**src/rtl/uart_rx.sv**
```systemverilog
// UART receiver: 2-flop synchroniser, mid-bit sampling FSM, first-word fall-through receive FIFO.
// Stop-bit faults raise frame_err_o; a good frame that arrives while the FIFO is full raises overrun_o.
module uart_rx #(
  parameter int CLK_FREQ   = 50_000_000,
  parameter int BAUD_RATE  = 115_200,
  parameter int DATA_WIDTH = 8,
  parameter int FIFO_DEPTH = 16
) (
  input  logic                  clk_i,
  input  logic                  rst_i,
  input  logic                  rx_en_i,
  input  logic                  rx_bit_i,
  input  logic                  rd_en_i,
  output logic [DATA_WIDTH-1:0] dout_o,
  output logic                  empty_o,
  output logic                  full_o,
  output logic                  busy_o,
  output logic                  frame_err_o,
  output logic                  overrun_o
);

  localparam int BAUD_DIV = CLK_FREQ / BAUD_RATE;
  localparam int HALF     = BAUD_DIV / 2;
  localparam int BW       = $clog2(BAUD_DIV);
  localparam int CW       = $clog2(DATA_WIDTH + 1);
  localparam int AW       = $clog2(FIFO_DEPTH);

  typedef enum logic [1:0] {IDLE, START, DATA, STOP} state_t;

  state_t                state, state_n;
  logic [1:0]            sync_q;
  logic                  rx_sync;
  logic [BW-1:0]         baud_cnt, baud_cnt_n;
  logic [CW-1:0]         bit_cnt, bit_cnt_n;
  logic [DATA_WIDTH-1:0] shift, shift_n;
  logic                  push, frame_err_n, overrun_n;
  logic                  rd_do;
  logic [AW:0]           wr_ptr, rd_ptr;
  logic [DATA_WIDTH-1:0] mem [FIFO_DEPTH];

  assign rx_sync = sync_q[1];

  always_comb begin
    state_n     = state;
    baud_cnt_n  = baud_cnt;
    bit_cnt_n   = bit_cnt;
    shift_n     = shift;
    push        = 1'b0;
    frame_err_n = 1'b0;
    overrun_n   = 1'b0;
    case (state)
      IDLE: begin
        baud_cnt_n = '0;
        bit_cnt_n  = '0;
        if (rx_en_i && !rx_sync) state_n = START;
      end
      START: begin
        if (baud_cnt == BW'(HALF - 1)) begin
          baud_cnt_n = '0;
          state_n    = rx_sync ? IDLE : DATA;
        end else begin
          baud_cnt_n = baud_cnt + BW'(1);
        end
      end
      DATA: begin
        if (baud_cnt == BW'(BAUD_DIV - 1)) begin
          baud_cnt_n = '0;
          shift_n    = {rx_sync, shift[DATA_WIDTH-1:1]};
          bit_cnt_n  = bit_cnt + CW'(1);
          if (bit_cnt == CW'(DATA_WIDTH - 1)) state_n = STOP;
        end else begin
          baud_cnt_n = baud_cnt + BW'(1);
        end
      end
      STOP: begin
        if (baud_cnt == BW'(BAUD_DIV - 1)) begin
          baud_cnt_n = '0;
          state_n    = IDLE;
          // A simultaneous pop frees the slot, so a full FIFO still accepts the byte.
          if (!rx_sync)                frame_err_n = 1'b1;
          else if (full_o && !rd_en_i) overrun_n   = 1'b1;
          else                         push        = 1'b1;
        end else begin
          baud_cnt_n = baud_cnt + BW'(1);
        end
      end
      default: state_n = IDLE;
    endcase
  end

  always_ff @(posedge clk_i) begin
    if (rst_i) begin
      state       <= IDLE;
      sync_q      <= 2'b11;
      baud_cnt    <= '0;
      bit_cnt     <= '0;
      shift       <= '0;
      frame_err_o <= 1'b0;
      overrun_o   <= 1'b0;
    end else begin
      state       <= state_n;
      sync_q      <= {sync_q[0], rx_bit_i};
      baud_cnt    <= baud_cnt_n;
      bit_cnt     <= bit_cnt_n;
      shift       <= shift_n;
      frame_err_o <= frame_err_n;
      overrun_o   <= overrun_n;
    end
  end

  assign empty_o = (wr_ptr == rd_ptr);
  assign full_o  = (wr_ptr[AW-1:0] == rd_ptr[AW-1:0]) && (wr_ptr[AW] != rd_ptr[AW]);
  assign rd_do   = rd_en_i && !empty_o;
  assign dout_o  = mem[rd_ptr[AW-1:0]];
  assign busy_o  = (state != IDLE);

  always_ff @(posedge clk_i) begin
    if (rst_i) begin
      wr_ptr <= '0;
      rd_ptr <= '0;
      for (int i = 0; i < FIFO_DEPTH; i++) mem[i] <= '0;
    end else begin
      if (push) begin
        mem[wr_ptr[AW-1:0]] <= shift;
        wr_ptr              <= wr_ptr + (AW+1)'(1);
      end
      if (rd_do) rd_ptr <= rd_ptr + (AW+1)'(1);
    end
  end

endmodule

```
**config.mk**
```make
export PLATFORM = sky130hd
export DESIGN_NAME = uart_rx
export DESIGN_NICKNAME = d
export VERILOG_FILES = /design/src/rtl/uart_rx.sv
export SDC_FILE = /design/constraint.sdc
export NUM_CORES = 1
export LEC_CHECK = 0
export CORE_MARGIN = 4
export CORE_UTILIZATION = 55
export CTS_CLUSTER_SIZE = 14
export DETAILED_ROUTE_END_ITERATION = 10
export PLACE_DENSITY = 0.78
export SLEW_MARGIN = 0
export SYNTH_ARGS = -nofsm -noshare
export SYNTH_HDL_FRONTEND = slang
export SYNTH_SLANG_ARGS = --single-unit
```
**constraint.sdc**
```tcl
create_clock -name clk_i -period 3.1 [get_ports clk_i]
set_input_delay 0.31 -clock clk_i [delete_from_list [all_inputs] [get_ports clk_i]]
set_output_delay 0.31 -clock clk_i [all_outputs]
set_load 0.005 [all_outputs]
```
# [Word level (Yosys, flattened, before mapping)]
# Memory sizes are Yosys's and may differ from the RTL's. A register that Yosys moved wholly into a read port is not among the register bits.
# Index checks and enable logic that the tools add are counted.
[totals] register_bits=37 mem_count=1 ram_bits=128 word_cells=76 out_inout_bits=13 input_bits=5
[classes] mux=28 add_sub_neg=4 reduce_logical=17 n_bitwise=3 eq_ne=14
[mem_list] memory="mem" words=16 width=8 read_ports=1 rd_clocked_by_memory_dff=1 write_ports=16 line="39" rtl="logic [DATA_WIDTH-1:0] mem [FIFO_DEPTH];"
[op_table] op="one-hot mux 9 bit (3 select lines)" count=1
[op_table] op="two-way mux 9 bit" count=2
[op_table] op="two-way mux 4 bit" count=4
[op_table] op="two-way mux 1 bit" count=12
[op_table] op="two-way mux 2 bit" count=6
[op_table] op="adder 5 x 1 -> 5 bit (second input constant)" count=2
[op_table] op="!= test 2 bit (second input constant)" count=5
[op_table] op="adder 9 x 1 -> 9 bit (second input constant)" count=1
[op_table] op="== test 9 x 8 -> 1 bit (second input constant)" count=1
[op_table] op="== test 9 bit (second input constant)" count=1
[op_table] op="two-way mux 8 bit" count=1
[op_table] op="one-hot mux 2 bit (4 select lines)" count=1
[op_table] op="one-hot mux 4 bit (2 select lines)" count=1
[op_table] op="OR reduction 8 bit" count=1
[op_table] op="== test 5 bit" count=1
[op_table] op="AND reduction 5 bit" count=1
[op_table] op="adder 4 x 1 -> 4 bit (second input constant)" count=1
[op_table] op="== test 2 bit (second input constant)" count=2
[op_table] op="== test 4 x 3 -> 1 bit (second input constant)" count=1
[op_table] op="== test 4 bit" count=1
[op_table] op="logical AND 1 bit" count=4
[op_table] op="AND reduction 2 bit" count=2
[op_table] op="nonzero test 2 bit" count=2
[op_table] op="OR reduction 4 bit" count=1
[op_table] op="other kinds (7)" count=11

# [Depth between registers and ports, before layout]
# Gate-level depths: netlist of run 1.
[logic_depth] word_depth=12 ltp_mapped=7

# [Worst setup path before layout of run 1]
# OpenSTA, ideal clock, no wires.
[synth_timing] kind="reg2reg" start="register baud_cnt[0]" end="memory mem[0][0] (enable)" slack_ps=918 n_path_buf=1 synth_period_minus_slack_ps=2182 arrival_ps=1851 stages_incl_launch_ff=7 setup_time_ps=331 required_ps=2769 path_cell_list="dfxtp_1 ha_1 and4bb_1 nand3_1 a211oi_2 buf_2 a31o_1"
[synth_lines] element="start, declared" line="33" rtl="logic [BW-1:0] baud_cnt, baud_cnt_n;"
[synth_lines] element="start signal, assigned" line="103" rtl="baud_cnt <= baud_cnt_n;"
[synth_lines] element="end, declared" line="39"

==> summary.md, run 1 <==
| Metric | Value |
|---|---|
| Core area | `14000 um2` |
| Vias in the first global route | `5080` |
| Post-synth EDFFs | `128` |
| Synth area leader | `edfxtp_1` |
| Detail Placement HPWL | `11900 um` |
| Ports | `18` |
| CP max FO | `24` |
| Max-cap violations | `0` |
| Post-route ant nets | `0` |
| Clock transition at the registers of the reported paths | `60 ps` |
| DRC violations left | `0` |
| Sequential cell area fraction in the yosys report | `58.4%` |
| Pin count of the biggest net entering global routing | `41` |
| Final worst-path cycle share | `96.1%` |
| R2r startpoint | `baud_cnt[0]$_SDFF_PP0_` |
| Synth Net Count | `605` |
| Setup crit end kind | `primary output` |
| Die width | `129 um` |
| Tmin final | `2980 ps` |
| Diode count | `0` |
| Antenna violations before repair | `0` |
| Relative slew slack | `42.7%` |
| Drt pass-1 iters | `6` |
| Final setup fails | `0` |
| Peak Freq | `336 MHz` |
| Vias per cell | `6.28` |
| LEAKAGE | `2.75 nW` |
| Syn-to-layout area delta | `9.63%` |
| WL final | `17700 um` |
| Root buf cell | `clkbuf_16` |
| Slew Viols, Final | `0` |
| PortBufs | `17` |
| Synth warn | `0` |
| Hold_ws | `412 ps` |
| Die H | `129 um` |
| Routed length per placed instance | `22.4 um` |
| Total number of vias | `4970` |
| Die ar. | `16500 um2` |
| WP data arrival | `2670 ps` |
| Routability cong. | `0.893` |
| Max VDD drop | `0.000379 V` |
| Synth area leaders | `edfxtp_1 (48%), mux4_2 (11%), dfxtp_1 (10%)` |
| Layout cells sized above 1 | `17.8%` |
| Initial Utilization | `56.9%` |
| Clk sink count | `169` |
| RSZ-0062 raised after global routing | `no` |
| First-pass GRT wire length | `28000 um` |
| Top-area cell type share of the netlist area | `48.1%` |
| H-Tree Depth | `4` |
| Mean Syn Cell Area | `13.5 um2` |
| HP Class | `in2reg` |
| CTS Buf Count | `17` |
| Main flop type after synthesis | `edfxtp_1` |
| Startpoint Class | `register` |
| # hold bufs at CTS | `0` |
| Synth unique cells | `61` |
| Nets@finish | `612` |
| Num rows | `43` |
| Yosys reg bits | `169` |
| Final Hold Viols | `0` |
| Bufs on Longest Clock Path | `2` |
| Synth Instances | `591` |
| Total track usage | `22.9%` |
| Status | `finished, final reports clean` |
| Total gr overflow | `0` |
| Worst slew pin tran | `860 ps` |
| Post-Syn Area | `7990 um2` |
| Setup TNS | `0 ps` |
| CP required | `2790 ps` |
| Hold_sp | `rst_i` |
| Clk_lat worst skew | `440 ps` |
| Clk_skew | `9.12 ps` |
| WS Path Type | `reg2out` |
| DR iter-0 viols | `625` |
| Power Density | `572 nW/um2` |
| FFs w/ async S/R, synth | `0%` |
| CTS tree | `yes` |
layout by cell type, fill, tap and decap left out, types with 3 or more instances in the layout:
cell / count
nor2_1: 150
edfxtp_1: 128
mux4_2: 40
dfxtp_1: 40
nand2_1: 28
clkbuf_16: 17
clkdlybuf4s50_1: 16
mux2i_1: 11
inv_1: 10
xnor2_1: 10
a31o_1: 9
and2_1: 9
ha_1: 9
nor2b_1: 8
o2111ai_4: 8
nand3_1: 7
nand4_1: 6
nand2b_1: 6
a21oi_1: 6
mux2_2: 5
nor3_1: 5
buf_4: 5
and2b_2: 4
clkinv_1: 4
a31o_2: 3
a211oi_1: 3
or2_2: 3
a21o_1: 3
xor2_1: 3
a31oi_1: 3
o21ai_0: 3
mux2_1: 3
kinds of logic after synthesis:
group | after synthesis | synth area share (%)
adders and majority gates | 9 | 1.41
AOI/OAI and AO/OA | 49 | 6.57
DFF | 169 | 58.4
and+or+nand+nor | 246 | 14.7
buffers and inverters | 46 | 3.73
muxes | 59 | 13.8
xor gates and xnor gates | 13 | 1.42
state kept, by name (all words and copies together) (netlist names), named ones only:
register and flops:
mem 128, frame_err_o 1, baud_cnt 9, wr_ptr 5
shift 8, state 1, overrun_o 1, sync_q 2
bit_cnt 4, rd_ptr 5
report_power, final:
part           total (W)  switching [W]  internal (W)  leakage [nW]
registers        0.00258      0.0000605       0.00252          1.55
logic           0.000389       0.000183      0.000206         0.934
clock network    0.00204       0.000862       0.00118         0.272
total            0.00501        0.00111       0.00391          2.75
Yosys cell counts (2+ instances only):
master and number:
buf_2 5, buf_1 4, and4_1 2, edfxtp_1 128, mux2_2 5, o21ai_0 3, inv_1 10, a211oi_2 2
mux2_1 3, mux2i_1 11, mux4_2 40, nor2_1 150, a21oi_1 6, and2b_2 4, a31o_1 9, xor2_1 3
or2_2 3, dfxtp_1 41, a31o_2 3, and2_1 9, nand3_1 7, nor3_1 5, a211oi_1 3, and4b_1 2
a31oi_1 3, o2111ai_4 8, nand4_1 6, clkbuf_1 12, ha_1 9, nor2_2 2, nand2b_1 6, nand2_1 28
a21o_1 3, or4_1 2, o22ai_1 2, xnor2_1 10, buf_6 11, nor2b_1 8
metrics by stage:
stage / cell area, um2 / util [%] / cells / worst slack (ps) / power [W]
after floorplan: 7990 / - / 591 / 918 / 0.00287
after global placement: 8200 / 58.4 / 759 / 498 / 0.00301
after detailed placement: 8200 / 58.4 / 759 / 454 / 0.00302
after CTS: 8760 / 62.4 / 791 / 82.9 / 0.00503
after global routing: 8760 / 62.4 / 791 / 5.99 / 0.00515
final: 8760 / 62.4 / 791 / 121 / 0.00501
timing repair:
item / 4_1_cts / 5_1_grt
buffers inserted: 0 / 0
resized for setup: 1 / 0
endpoints found under the setup margin: 2 / 0
metal layers:
metal,vias to the layer above,track usage [%],part of all wire (%)
li1,2195,-,-
met1,2486,29.2,39
met2,248,37.5,50
met3,41,7.26,8.8
met4,0,7.60,2.6
met5,-,0,0
path summary, 6_finish.rpt:
check,slack [ps],depth (start not counted),endpoint
setup / recovery,120,4,dout_o[1]
setup reg to reg,610,6,mem[8][1]$_SDFFCE_PN0P_
hold / removal,410,2,register
hold reg to reg,410,1,sync_q[1]$_SDFF_PP1_
final cells by class:
cell class / instances / area [um2]
tap: 180 / 225
sequential: 169 / 4670
fill: 1005 / 5280
timing repair buffer: 23 / 223
multi-input combinational: 376 / 3030
inverter: 11 / 55.1
clock inverter: 13 / 128
clock buffer: 19 / 433
critical path, cell delays in order, from the launching register on:
cell,delay [ps]
dfxtp_4,460
buf_12,250
mux4_2,520
mux4_2,510
clkdlybuf4s50_1,480
Note: power is estimated with default switching activity, not from simulation.
==> run 2, diff against run 1 <==
- clock period: 3.1 -> 3.7 ns (I/O delays scaled with it)
==> run 2 against run 1 <==
Against the previous run:
- hold slack worse by 11 ps
- highest routed layer unchanged
- utilization up 0.089 points
- register-to-register slack gained 580 ps
- critical path depth unchanged
- clock power shrank 14%
==> summary.md, run 2 (synthesis results as in run 1) <==
| Metric | Value |
|---|---|
| Status | `finished, final reports clean` |
| Core area | `14000 um2` |
| Slew Viols, Final | `0` |
| CTS Buf Count | `17` |
| WS Path Type | `reg2out` |
| Setup TNS | `0 ps` |
| Post-CTS sizing | `0` |
| Final Hold Viols | `0` |
| Diode count | `0` |
| Layout cells sized above 1 | `18.1%` |
| Die ar. | `16500 um2` |
| Cell mode on critical path | `mux4_2` |
| Worst slew pin tran | `850 ps` |
| WP data arrival | `2610 ps` |
| Final setup fails | `0` |
| Root buf cell | `clkbuf_16` |
| Detail Placement HPWL | `11600 um` |
| Clk_skew | `8.22 ps` |
| Die width | `129 um` |
| Initial Utilization | `56.9%` |
| Relative slew slack | `43.3%` |
| Syn-to-layout area delta | `9.78%` |
| Num rows | `43` |
| Commonest cells after routing, fill and taps aside | `nor2_1 (150), edfxtp_1 (128), mux4_2 (40), dfxtp_1 (40), nand2_1 (28)` |
| Worst-path cell chain | `buf_12 > mux4_2 > mux4_2 > clkdlybuf4s50_1` |
| Total gr overflow | `0` |
| Bufs on Longest Clock Path | `2` |
| Antenna violations before repair | `0` |
| Routed length per placed instance | `22.1 um` |
| HP Class | `in2reg` |
| Clk_lat worst skew | `430 ps` |
| Commonest non-fill, non-tap cell in the layout | `nor2_1` |
| Max-cap violations | `0` |
| Routability cong. | `0.880` |
| Nets@finish | `611` |
| H-Tree Depth | `4` |
| RSZ-0062 raised after global routing | `no` |
| Biggest register | `mem` |
| LEAKAGE | `2.74 nW` |
| Post-CTS setup buffers | `0` |
| Setup crit end kind | `primary output` |
| Total track usage | `22.5%` |
| PortBufs | `17` |
| DR iter-0 viols | `633` |
| DRC violations left | `0` |
| Max VDD drop | `0.000354 V` |
| Post-route ant nets | `0` |
| Die H | `129 um` |
| Ports | `18` |
| Max stage delay on crit path | `590 ps` |
| Power Density | `485 nW/um2` |
| # hold bufs at CTS | `0` |
| Total number of vias | `4916` |
| Filler cells | `964` |
| First-pass GRT wire length | `27600 um` |
| Tmin final | `2980 ps` |
| CP max stage cell | `mux4_2` |
| Peak Freq | `335 MHz` |
| CTS tree | `yes` |
| Startpoint Class | `register` |
| Largest regs | `mem x128, baud_cnt x9, shift x8` |
| CP required | `3330 ps` |
| Max FFs per register | `128` |
| Vias per cell | `6.23` |
| CP max FO | `32` |
| Clk sink count | `169` |
| Final worst setup slack | `718 ps` |
| Clock transition at the registers of the reported paths | `60 ps` |
| Final worst-path cycle share | `80.6%` |
| WL final | `17400 um` |
| Drt pass-1 iters | `5` |
| Placement Setup Slack | `1140 ps` |
| Pin count of the biggest net entering global routing | `33` |
| Vias in the first global route | `4977` |
-- run 2: layout make-up --
| cell class | count | area (um2) | area share [%] |
|---|---|---|---|
| well taps | 180 | 225 | 2.57 |
| repair buffers | 22 | 215 | 2.45 |
| clock inverters | 13 | 154 | 1.75 |
| flip-flops and latches | 169 | 4670 | 53.2 |
| inverters | 11 | 55.1 | 0.627 |
| multi-input cells | 376 | 3030 | 34.5 |
| clock buffers | 18 | 429 | 4.89 |
-- run 2: per-stage QoR --
stage / util [%] / instances / hold slack [ps] / total power (W) / cell area, um2
floorplan: - / 591 / 389 / 0.00241 / 7990
finish: 62.5 / 789 / 401 / 0.00425 / 8780
CTS: 62.5 / 789 / 392 / 0.00426 / 8780
global route: 62.5 / 789 / 433 / 0.00438 / 8780
global placement: 58.3 / 758 / 392 / 0.00252 / 8190
detailed placement: 58.3 / 758 / 399 / 0.00253 / 8190
-- run 2: final timing paths --
kind,cells past startpoint,slack (ps),endpoint,startpoint
hold / removal,2,400,shift[5]$_SDFFE_PP0P_,rst_i
setup reg to reg,5,1190,mem[3][4]$_SDFFCE_PN0P_,baud_cnt[0]$_SDFF_PP0_
hold reg to reg,1,420,sync_q[1]$_SDFF_PP1_,sync_q[0]$_SDFF_PP1_
setup / recovery,4,720,dout_o[2],register
-- run 2: power by group --
part           total [W]  switching (W)  internal, W
sequential       0.00215      0.0000371      0.00211
combinational   0.000339       0.000166     0.000173
clock            0.00176       0.000714      0.00105
-- run 2: metal layers --
| layer | vias up | part of all wire, % | global-route usage (%) |
|---|---|---|---|
| met5 | - | 0 | 0 |
| met4 | 0 | 2.7 | 9.51 |
| met3 | 37 | 8.3 | 4.77 |
| met2 | 273 | 50 | 36.0 |
| met1 | 2420 | 39 | 30.1 |
| li1 | 2186 | - | - |
-- run 2: critical path: cells and delay by family, from the launching register on --
| family | cells | cell delay [ps] |
|---|---|---|
| multiplexers | 2 | 1090 |
| buffers and inverters | 2 | 730 |
| flip-flops | 1 | 340 |
==> run 3, diff against run 2 <==
- clock period: 3.7 -> 3 ns (I/O delays scaled with it)
==> run 3 against run 2 <==
Against the previous run:
- via count is 1.4% higher
- routed wire length is 2.5% higher
- worst setup slack worse by 570 ps
- hold slack better by 9.1 ps
- cell area is 0.30% higher
- clock-buffer cell count is 4 higher
- clock skew hardly changed
- sequential share of layout area is 0.13 points lower
- critical path type unchanged
- critical endpoint is now dout_o[7]
- highest routed layer unchanged
==> summary.md, run 3 (synthesis results as in run 1) <==
| Metric | Value |
|---|---|
| Die width | `129 um` |
| # hold bufs at CTS | `0` |
| Setup crit end kind | `primary output` |
| First-pass GRT wire length | `28200 um` |
| Dpl cells | `761` |
| Antenna violations before repair | `0` |
| Setup TNS | `0 ps` |
| Syn-to-layout area delta | `10.1%` |
| Clock power frac | `39.0%` |
| Max VDD drop | `0.000431 V` |
| Design area | `8800 um2` |
| CP required | `2700 ps` |
| Routability cong. | `0.912` |
| WL final | `17900 um` |
| P_sw | `0.00111 W` |
| Vias per cell | `6.24` |
| Gate power share | `8.5%` |
| Hold_sp | `sync_q[0]$_SDFF_PP1_` |
| Status | `finished, final reports clean` |
| PortBufs | `17` |
| H-Tree Depth | `4` |
| Clk_lat worst skew | `430 ps` |
| Largest regs | `mem x128, baud_cnt x9, shift x8` |
| HP Class | `reg2reg` |
| Num rows | `43` |
| CTS tree | `yes` |
| Peak Freq | `351 MHz` |
| DRC violations left | `0` |
| Drt pass-1 iters | `5` |
| Core area | `14000 um2` |
| WS Path Type | `reg2out` |
| Total number of vias | `4983` |
| Total track usage | `23.0%` |
| GRT Max-Usage Layer | `met2` |
| Slew Viols, Final | `0` |
| Sw Share | `21.9%` |
| Fin cells | `799` |
| DR iter-0 viols | `553` |
| CP max FO | `32` |
| CTS Buf Count | `17` |
| Tmin final | `2850 ps` |
| Pin count of the biggest net entering global routing | `41` |
| Filler cells | `1016` |
| Initial Utilization | `56.9%` |
| Hold_ws | `410 ps` |
| Dpl cell area | `8220 um2` |
| Bufs on Longest Clock Path | `2` |
| Sequential Power Share | `52.5%` |
| Startpoint Class | `register` |
| Max-cap violations | `0` |
| Clock transition at the registers of the reported paths | `60 ps` |
| Max FFs per register | `128` |
| Final setup fails | `0` |
| Final Hold Viols | `0` |
| Detail Placement HPWL | `12100 um` |
| Clk_skew | `8.04 ps` |
| Global routing usage on met1 | `29.6%` |
| Layout cells sized above 1 | `18.6%` |
| Diode count | `0` |
| Post-route ant nets | `0` |
| FF+latch area | `4670 um2` |
| Commonest non-fill, non-tap cell in the layout | `nor2_1` |
| Root buf cell | `clkbuf_16` |
| Ports | `18` |
| Power Density | `577 nW/um2` |
| Clk sink count | `169` |
| Multi-input gate area | `3030 um2` |
| P_int | `0.00397 W` |
| Commonest cells after routing, fill and taps aside | `nor2_1 (150), edfxtp_1 (128), mux4_2 (40), dfxtp_1 (40), nand2_1 (28)` |
| Worst slew pin tran | `719 ps` |
| M2 GR Usage | `36.9%` |
| Relative slew slack | `52.0%` |
| R2r startpoint | `baud_cnt[0]$_SDFF_PP0_` |
| Total gr overflow | `0` |
| Routed length per placed instance | `22.3 um` |
| Nets@finish | `620` |
| WP data arrival | `2550 ps` |
| RSZ-0062 raised after global routing | `no` |
| Final worst-path cycle share | `95.0%` |
| M3 GR Usage | `6.27%` |
| Die H | `129 um` |
| Vias in the first global route | `4983` |
| LEAKAGE | `2.78 nW` |
| Fin util | `62.7%` |
| Die ar. | `16500 um2` |
| Biggest register | `mem` |
run 3: worst paths after layout:
kind | end | depth (start not counted) | slack [ps]
worst max-delay path | dout_o[7] | 4 | 150
worst min-delay path | sync_q[1]$_SDFF_PP1_ | 1 | 410
worst min register to register | sync_q[1]$_SDFF_PP1_ | 1 | 410
worst max register to register | mem[0][2]$_SDFFCE_PN0P_ | 6 | 520
run 3: what timing repair did:
item,in CTS,in global routing
buffers inserted,0,5
gates cloned,0,1
gates resized for setup,1,0
setup endpoints to repair,8,8
run 3: power by group through the flow:
stage / Combinational (W) / Sequential, W / Clock, W
5_1_grt: 0.000458 / 0.00268 / 0.00211
4_1_cts: 0.000402 / 0.00267 / 0.00199
6_report: 0.000429 / 0.00267 / 0.00198
3_5_place_dp: 0.000400 / 0.00272 / 0
2_1_floorplan: 0.000299 / 0.00267 / 0
3_3_place_gp: 0.000390 / 0.00272 / 0
run 3: routing by layer:
layer	wire, um	vias to the layer above	share of wire, %
met5	0	-	0
met4	698	0	3.9
met3	1670	48	9.3
met2	8600	268	48
met1	6880	2458	39
li1	-	2209	-
run 3: layout make-up:
cell class                 instances  share of cell area, %
timing repair buffer              31                   3.41
sequential                       169                   53.0
clock buffer                      22                   5.05
clock inverter                    10                  0.881
inverter                          11                  0.625
multi-input combinational        376                   34.4
tap                              180                   2.56
run 3: per-stage QoR:
step	setup WS (ps)	power, W
floorplan	818	0.00297
global placement	412	0.00311
detailed placement	368	0.00312
CTS	5.70	0.00506
global route	69.3	0.00525
finish	151	0.00508
run 3: critical path: stages (launching register included):
cell and delay [ps]:
dfxtp_1 320, buf_4 380, mux4_2 400, mux4_2 530
clkdlybuf4s50_1 470
